File: src/rtl/rbm_hidden_accumulator.sv
// Pre-activation sum for one RBM hidden unit: bias plus the weights of active visible inputs.
// Streams one weight per cycle from a synchronous-read memory and saturates to signed Q7.4.
module rbm_hidden_accumulator #(
    parameter int unsigned NUM_VISIBLE = 16,
    parameter int unsigned IDX_W       = 4,
    parameter int unsigned WEIGHT_W    = 8
) (
    input  logic                   clk_i,
    input  logic                   rst_i,
    input  logic                   start_i,
    input  logic [NUM_VISIBLE-1:0] visible_i,
    input  logic [WEIGHT_W-1:0]    bias_i,
    output logic [IDX_W-1:0]       weight_addr_o,
    input  logic [WEIGHT_W-1:0]    weight_data_i,
    output logic                   busy_o,
    output logic [11:0]            sum_o,
    output logic                   valid_o
);

    localparam int unsigned ACC_W = WEIGHT_W + IDX_W + 1;
    localparam int unsigned CNT_W = IDX_W + 1;
    localparam int unsigned SUM_W = 12;
    localparam int unsigned CMP_W = (ACC_W > SUM_W) ? ACC_W : SUM_W;

    localparam logic [IDX_W-1:0]        LAST_ADDR = IDX_W'(NUM_VISIBLE - 1);
    localparam logic [CNT_W-1:0]        LAST_CNT  = CNT_W'(NUM_VISIBLE);
    localparam logic signed [CMP_W-1:0] SAT_MAX   = CMP_W'(2047);
    localparam logic signed [CMP_W-1:0] SAT_MIN   = CMP_W'(-2048);

    typedef enum logic [1:0] {
        S_IDLE  = 2'd0,
        S_ISSUE = 2'd1,
        S_SAT   = 2'd2
    } state_e;

    state_e                   state_q;
    logic [NUM_VISIBLE-1:0]   vis_q;
    logic signed [ACC_W-1:0]  acc_q;
    logic [CNT_W-1:0]         cnt_q;
    logic [IDX_W-1:0]         weight_addr_q;
    logic                     busy_q;
    logic                     valid_q;
    logic [SUM_W-1:0]         sum_q;

    logic signed [CMP_W-1:0]  acc_ext_c;
    logic [SUM_W-1:0]         sat_sum_c;

    // Clamp the accumulator into the 12-bit signed result range.
    always_comb begin
        acc_ext_c = CMP_W'(acc_q);
        sat_sum_c = SUM_W'(acc_ext_c);
        if (acc_ext_c > SAT_MAX) begin
            sat_sum_c = 12'h7FF;
        end else if (acc_ext_c < SAT_MIN) begin
            sat_sum_c = 12'h800;
        end
    end

    // cnt_q counts issue cycles; from count 1 on, the datum for the previous address is present.
    always_ff @(posedge clk_i or posedge rst_i) begin
        if (rst_i) begin
            state_q       <= S_IDLE;
            vis_q         <= '0;
            acc_q         <= '0;
            cnt_q         <= '0;
            weight_addr_q <= '0;
            busy_q        <= 1'b0;
            valid_q       <= 1'b0;
            sum_q         <= '0;
        end else begin
            valid_q <= 1'b0;
            case (state_q)
                S_IDLE: begin
                    if (start_i) begin
                        vis_q         <= visible_i;
                        acc_q         <= ACC_W'($signed(bias_i));
                        cnt_q         <= '0;
                        weight_addr_q <= '0;
                        busy_q        <= 1'b1;
                        state_q       <= S_ISSUE;
                    end
                end
                S_ISSUE: begin
                    if (cnt_q != '0) begin
                        if (vis_q[0]) begin
                            acc_q <= acc_q + ACC_W'($signed(weight_data_i));
                        end
                        vis_q <= vis_q >> 1;
                    end
                    if (weight_addr_q != LAST_ADDR) begin
                        weight_addr_q <= weight_addr_q + IDX_W'(1);
                    end
                    if (cnt_q == LAST_CNT) begin
                        state_q <= S_SAT;
                    end else begin
                        cnt_q <= cnt_q + CNT_W'(1);
                    end
                end
                S_SAT: begin
                    sum_q   <= sat_sum_c;
                    valid_q <= 1'b1;
                    busy_q  <= 1'b0;
                    state_q <= S_IDLE;
                end
                default: begin
                    state_q <= S_IDLE;
                    busy_q  <= 1'b0;
                end
            endcase
        end
    end

    assign weight_addr_o = weight_addr_q;
    assign busy_o        = busy_q;
    assign sum_o         = sum_q;
    assign valid_o       = valid_q;

endmodule

File: config.mk
export PLATFORM = sky130hd
export DESIGN_NAME = rbm_hidden_accumulator
export DESIGN_NICKNAME = d
export VERILOG_FILES = /design/src/rtl/rbm_hidden_accumulator.sv
export SDC_FILE = /design/constraint.sdc
export NUM_CORES = 1
export LEC_CHECK = 0
export BUFFER_PORTS_ARGS = -buffer_cell sky130_fd_sc_hd__buf_2
export CELL_PAD_IN_SITES_DETAIL_PLACEMENT = 1
export CELL_PAD_IN_SITES_GLOBAL_PLACEMENT = 1
export CORE_MARGIN = 4
export CORE_UTILIZATION = 38
export CTS_BUF_LIST = sky130_fd_sc_hd__clkbuf_4 sky130_fd_sc_hd__clkbuf_8 sky130_fd_sc_hd__clkbuf_16
export CTS_CLUSTER_DIAMETER = 120
export CTS_CLUSTER_SIZE = 24
export DETAILED_ROUTE_END_ITERATION = 6
export GPL_ROUTABILITY_DRIVEN = 1
export PLACE_DENSITY_LB_ADDON = 0.1
export SYNTH_ARGS = -nofsm -noshare
export SYNTH_HDL_FRONTEND = slang
export SYNTH_SLANG_ARGS = --single-unit
File: constraint.sdc
create_clock -name clk_i -period 2.2 [get_ports clk_i]
set_input_delay 0 -clock clk_i [delete_from_list [all_inputs] [get_ports clk_i]]
set_output_delay 0 -clock clk_i [all_outputs]
set_load 0.05 [all_outputs]
==> run_results.csv, run 1 <==
group,metric,value,unit
logic_synthesis,mappedNetlistArea,3000,sq um
logic_synthesis,synth_ff_type,"dfrtp_1",
clock_network,htreeDepth,2,
global_routing,grt_util_all_layers,0.171,
timing,hold_viol_final,0,
job,drv_cap,0,
worst_setup_path,rrSetupSlack,70,ps
routing,via_per_inst,5.13,
worst_hold_path,hp-class,"in -> reg",
outcome,status,"finished clean",
clock_network,cts_tree,"done",
global_routing,grt_start_max_net_pins,33,
place,dp_worst_setup_slack,49.2,ps
logic_synthesis,ys_types,46,
routing,dr.pass1.iters,4,
routing,drt_iter0_markers,38,
layout,fin_area,3800,sq um
routing,wl,7770,um
power,power_leakage,1.80,nW
layout,areaGrowthSynthToFinish,26.7,%
global_routing,grt_pass1_wl,13400,um
timing,worst_pin_slew,594,ps
place,io_buffers,52,
clock_network,clk_latency,310,ps
routing,ant_nets,0,
timing,slew_headroom,0.603,
logic_synthesis,syn_area_per_cell,8.90,sq um
worst_hold_path,hold_start,"bias_i[5]",
layout,drive_above_1_share,0.218,
die,rows,32,
routing,wl_per_cell,15.0,um
worst_setup_path,cp.arrival,2380,ps
global_routing,antenna_found_initial,0,
timing,fin_ws,70.0,ps
worst_hold_path,hold-path-endpoint,"acc_ext_c[5]",
timing,min_period,2130,ps
timing,finalMaxSlewViolations,0,
place,placed_area,3410,sq um
worst_setup_path,r2r_start,"acc_ext_c[0]",
logic_synthesis,ys_ff_latch,54,
timing,fin_crit_sh,0.968,
timing,fin_skew,10.7,ps
clock_network,cts.sinks,54,
place,hpwl,5600,um
logic_synthesis,syn-num-nets,388,
logic_synthesis,synth_top_area_frac,0.451,
logic_synthesis,synth_edf_count,0,
power,ir_drop,514,uV
timing,setup_violations,0,
worst_hold_path,holdPathStages,3,
layout,diodes,0,
timing,max_freq,0.469,GHz
worst_setup_path,r2r_cells,9,
logic_synthesis,yosys_warnings,0,
place,routabilityCongestion,0.777,
layout,layout_commonest_cell,"nand2_1",
die,initial_core_util,0.390,
worst_setup_path,reg2reg_to,"acc_ext_c[12]",
logic_synthesis,synth_seq_area_share,0.451,
die,pin_count,53,
logic_synthesis,synth_top_area_cell,"dfrtp_1",
clock_network,cts_buffer_depth,2,
clock_network,clk_pin_slew,110,ps
clock_network,numCtsBuffers,5,
layout,fillerInstances,939,
layout,seqCellArea,1350,sq um
die,die_w,96.8,um
routing,route.vias.total,2661,
die,design.core.area,7690,sq um
layout,nets,467,
worst_setup_path,cp-start-kind,"register",
logic_synthesis,synth_cells,337,
worst_setup_path,crit_type,"reg -> reg",
clock_network,cts-root-buf,"clkbuf_8",
layout,multi_input_area,1570,sq um
worst_setup_path,worstPathMaxFanout,2,
global_routing,grt_pass1_vias,2758,
layout,mostFrequentLayoutCells,"77 x nand2_1, 53 x dfrtp_1, 52 x buf_2",
timing,rsz0062_at_grt,"true",
die,die_area,9380,sq um
power,power_density,1580,nW/um^2
global_routing,grt_overflow,0,
power,design_power_total,6.02,mW
routing,drc,0,
worst_setup_path,worstPathRequired,2450,ps
logic_synthesis,synth.area.top_cells,"dfrtp_1 45%, nand2_1 9.6%, ha_1 6.3%, nor2_1 4.9%, a31oi_1 4.4%",
die,die_h,96.8,um
logic_synthesis,synthArstFlopShare,1.00,
worst_setup_path,end_kind,"register",
cells by family after synthesis:
kind of cell / count (synthesis) / share of synthesized area
and+or+nand+nor: 141 / 0.199
AOI/OAI and AO/OA: 79 / 0.174
DFF: 54 / 0.451
buffers and inverters: 24 / 0.0363
adders and majority gates: 23 / 0.0926
xor gates and xnor gates: 15 / 0.0438
muxes: 1 / 0.00334
how the worst max path moves through the flow:
stage,start,endpoint,slack (ps),cells after the start
2_1_floorplan,acc_ext_c[0],acc_ext_c[12],150,9
3_3_place_gp,acc_ext_c[0],acc_ext_c[12],100,9
3_5_place_dp,acc_ext_c[0],acc_ext_c[12],50,9
4_1_cts,acc_ext_c[0],acc_ext_c[12],20,9
5_1_grt,acc_ext_c[0],acc_ext_c[12],-50,9
6_report,acc_ext_c[0],acc_ext_c[12],70,9
state kept, by name, indices dropped and copies added, names as in the netlist:
| name | count |
|---|---|
| vis_q | 16 |
| acc_ext_c | 13 |
| sum_o | 12 |
| cnt_q | 5 |
| weight_addr_o | 4 |
| state_q | 2 |
| busy_o | 1 |
| valid_o | 1 |
area by class of cell:
cell class,count,share of cell area
tap,102,0.0336
multi-input combinational,259,0.414
sequential,54,0.356
clock inverter,2,0.0102
timing repair buffer,86,0.154
clock buffer,6,0.0217
inverter,10,0.00988
synthesized netlist by cell type (2+ instances only):
library cell	count
a21o_1	4
a21oi_1	13
a41oi_1	4
o21ai_0	19
nor2_1	39
and3_1	2
maj3_1	7
xor2_1	7
buf_2	3
clkbuf_1	9
ha_1	15
o22ai_1	3
buf_6	2
dfrtp_1	54
nand3_1	6
nand2_1	77
xnor2_1	8
nand2b_1	5
a31oi_1	21
inv_1	9
nand4_1	4
a21oi_2	2
routing by layer:
metal	GRT usage	wire, um	up-vias
met5	0	0	-
met4	0.0432	100	0
met3	0.0303	221	8
met2	0.278	3700	45
met1	0.237	3750	1287
li1	-	-	1321
repair_timing:
action,4_1_cts,5_1_grt
hold buffers,23,0
gates resized for setup,0,7
buffers inserted,0,1
endpoints found under the hold margin,46,0
setup endpoints to repair,0,3
power by group:
part | internal [mW] | total (mW) | leakage (nW) | switching [mW]
combinational | 1.31 | 3.45 | 1.09 | 2.14
sequential | 1.49 | 1.84 | 0.642 | 0.356
clock | 0.375 | 0.726 | 0.0618 | 0.351
total | 3.18 | 6.02 | 1.80 | 2.84
worst max-delay path, cell delays in order (launching register included):
cell	delay, ps
dfrtp_1	390
ha_1	210
fa_2	360
a21oi_2	140
nor2_1	80
o311ai_2	330
a21oi_2	120
xnor2_2	150
a21oi_2	170
a2bb2oi_2	140
through the flow:
stage	TNS, ps	utilization	cells	hold slack (ps)
6_report	0	0.494	519	15.1
5_1_grt	-63.3	0.494	519	38.5
4_1_cts	0	0.489	518	5.03
3_5_place_dp	0	0.444	487	103
3_3_place_gp	0	0.444	487	87.0
2_1_floorplan	0	-	337	139
Note: power is estimated with default switching activity, not from simulation.
==> run 2, diff against run 1 <==
--- a/config.mk
+++ b/config.mk
@@ -15,7 +15,8 @@
 export CTS_CLUSTER_SIZE = 24
 export DETAILED_ROUTE_END_ITERATION = 6
 export GPL_ROUTABILITY_DRIVEN = 1
-export PLACE_DENSITY_LB_ADDON = 0.1
+export PLACE_DENSITY = 0.74
+export SETUP_SLACK_MARGIN = 0.15
 export SYNTH_ARGS = -nofsm -noshare
 export SYNTH_HDL_FRONTEND = slang
 export SYNTH_SLANG_ARGS = --single-unit
==> run 2 against run 1 <==
Net effect: clock power decreased by 14%; via count increased by 0.45%; critical path depth unchanged; register-to-register slack improved by 50 ps; global-route usage decreased by 0.47 points; first-iteration DRC count increased to 2.5 times the previous value; maximum frequency increased by 2.2%; critical path type unchanged; count of clock-buffer cells in the layout increased by 1; routed wire length increased by 1.6%; utilization increased by 0.24 points; sequential share of layout area decreased by 0.18 points; combinational power increased by 3%.
==> run_results.csv, run 2 (synthesis gave the netlist of run 1 again) <==
group,metric,value,unit
worst_setup_path,cp-start-kind,"register",
die,pin_count,53,
place,io_buffers,52,
routing,wl,7890,um
global_routing,grt-busiest-layer,"met2",
timing,fin_skew,11.0,ps
routing,drc,0,
timing,setup_violations,0,
timing,min_period,2080,ps
power,power_leakage,1.79,nW
clock_network,cts_tree,"done",
layout,mostFrequentLayoutCells,"77 x nand2_1, 53 x dfrtp_1, 52 x buf_2",
global_routing,grt_util_all_layers,0.166,
worst_setup_path,slowest_stage,"dfrtp_1",
worst_setup_path,cp.arrival,2290,ps
timing,hold_viol_final,0,
place,routabilityCongestion,0.816,
die,die_w,96.8,um
global_routing,antenna_found_initial,0,
timing,worst_pin_slew,662,ps
die,die_area,9380,sq um
worst_hold_path,hp-class,"in -> reg",
global_routing,globalRouteMet3Util,0.0382,
clock_network,cts_buffer_depth,2,
worst_setup_path,slowest_delay,400,ps
timing,max_freq,0.480,GHz
worst_setup_path,cp_cell_sequence,"ha_2 -> fa_2 -> a21oi_2 -> nor2_1 -> o311ai_2 -> a21oi_2 -> xnor2_2 -> o22ai_1 -> a2bb2oi_2",
layout,diodes,0,
routing,via_per_inst,5.17,
worst_setup_path,worstPathMaxFanout,2,
clock_network,numCtsBuffers,5,
layout,nets,465,
worst_hold_path,hold_start,"bias_i[4]",
layout,final_core_util,0.497,
global_routing,grt_start_max_net_pins,33,
worst_setup_path,r2r_start,"acc_ext_c[0]",
clock_network,clk_pin_slew,100,ps
worst_setup_path,reg2reg_to,"acc_ext_c[12]",
routing,drt_iter0_markers,95,
clock_network,cts-root-buf,"clkbuf_8",
global_routing,grt_pass1_wl,13000,um
worst_setup_path,rrSetupSlack,120,ps
worst_setup_path,worstPathRequired,2400,ps
place,hpwl,5370,um
clock_network,cts.sinks,54,
die,rows,32,
layout,drive_above_1_share,0.239,
die,die_h,96.8,um
place,placed_area,3400,sq um
outcome,status,"finished clean",
global_routing,grt_use_met1,0.217,
worst_setup_path,path_depth,9,
layout,fillerInstances,934,
timing,rsz0062_at_grt,"true",
die,initial_core_util,0.390,
clock_network,htreeDepth,2,
worst_setup_path,cp.buffers_inverters,0,
routing,ant_nets,0,
global_routing,grt_overflow,0,
layout,top_register,"vis_q",
worst_setup_path,critical_path.most_common_cell,"a21oi_2",
routing,wl_per_cell,15.3,um
routing,route.vias.total,2673,
timing,finalMaxSlewViolations,0,
power,power_density,1580,nW/um^2
timing,slew_headroom,0.558,
timing,fin_crit_sh,0.947,
die,design.core.area,7690,sq um
worst_setup_path,crit_type,"reg -> reg",
layout,largest_reg_flops,16,
clock_network,clk_latency,310,ps
global_routing,grt_pass1_vias,2711,
worst_setup_path,r2r_cells,9,
layout,areaGrowthSynthToFinish,27.3,%
worst_setup_path,critical_path.endpoint,"acc_ext_c[12]",
layout,fin_area,3820,sq um
worst_setup_path,end_kind,"register",
layout,layout_commonest_cell,"nand2_1",
routing,dr.pass1.iters,4,
worst_setup_path,cp-startpoint,"acc_ext_c[0]",
global_routing,met2_usage,0.280,
power,ir_drop,514,uV
worst_setup_path,crit_family,"compound AO/OA/AOI/OAI gates",
power,design_power_total,6.05,mW
job,drv_cap,0,
run 2: final cells by class:
cell class / instances / area (sq um) / share of cell area
inverters: 10 / 37.5 / 0.00983
clock inverters: 1 / 8.76 / 0.00229
repair buffers: 84 / 566 / 0.148
clock buffers: 7 / 96.3 / 0.0252
multi-input cells: 259 / 1630 / 0.427
flip-flops and latches: 54 / 1350 / 0.354
well taps: 102 / 128 / 0.0334
run 2: metal layers:
layer	routed length (um)	vias to the layer above
met1	3570	1298
met5	0	-
met2	3950	51
li1	-	1314
met3	258	10
met4	119	0
run 2: timing repair:
| item | in CTS | in global routing |
|---|---|---|
| buffers inserted | 1 | 2 |
| pin swaps | 5 | 8 |
| endpoints found under the hold margin | 49 | 0 |
| hold buffers | 21 | 0 |
| gates resized for setup | 8 | 8 |
| endpoints found under the setup margin | 6 | 9 |
run 2: worst min-delay path by stage:
stage                            end  slack [ps]  cells after the start
finish                  acc_ext_c[4]           3                      3
global placement    weight_addr_o[1]         130                      2
global route            acc_ext_c[4]          20                      3
floorplan                  vis_q[15]         140                      2
detailed placement  weight_addr_o[1]         140                      2
CTS                     acc_ext_c[4]           7                      3
run 2: worst reg2reg max path: stages (launching register included):
cell and delay [ps]:
dfrtp_1 400, ha_2 190, fa_2 360, a21oi_2 130
nor2_1 80, o311ai_2 280, a21oi_2 130, xnor2_2 150
o22ai_1 200, a2bb2oi_2 80
run 2: report_power, final:
| group | internal, mW | switching [mW] |
|---|---|---|
| sequential | 1.49 | 0.389 |
| combinational | 1.37 | 2.19 |
| clock | 0.289 | 0.332 |
run 2: stage by stage:
step	TNS, ps	hold WS [ps]	setup slack, ps	instances
2_1_floorplan	0	139	151	337
3_3_place_gp	0	128	128	485
3_5_place_dp	0	136	82.3	485
4_1_cts	0	6.96	73.1	515
5_1_grt	-2.77	16.0	-2.77	517
6_report	0	3.14	116	517
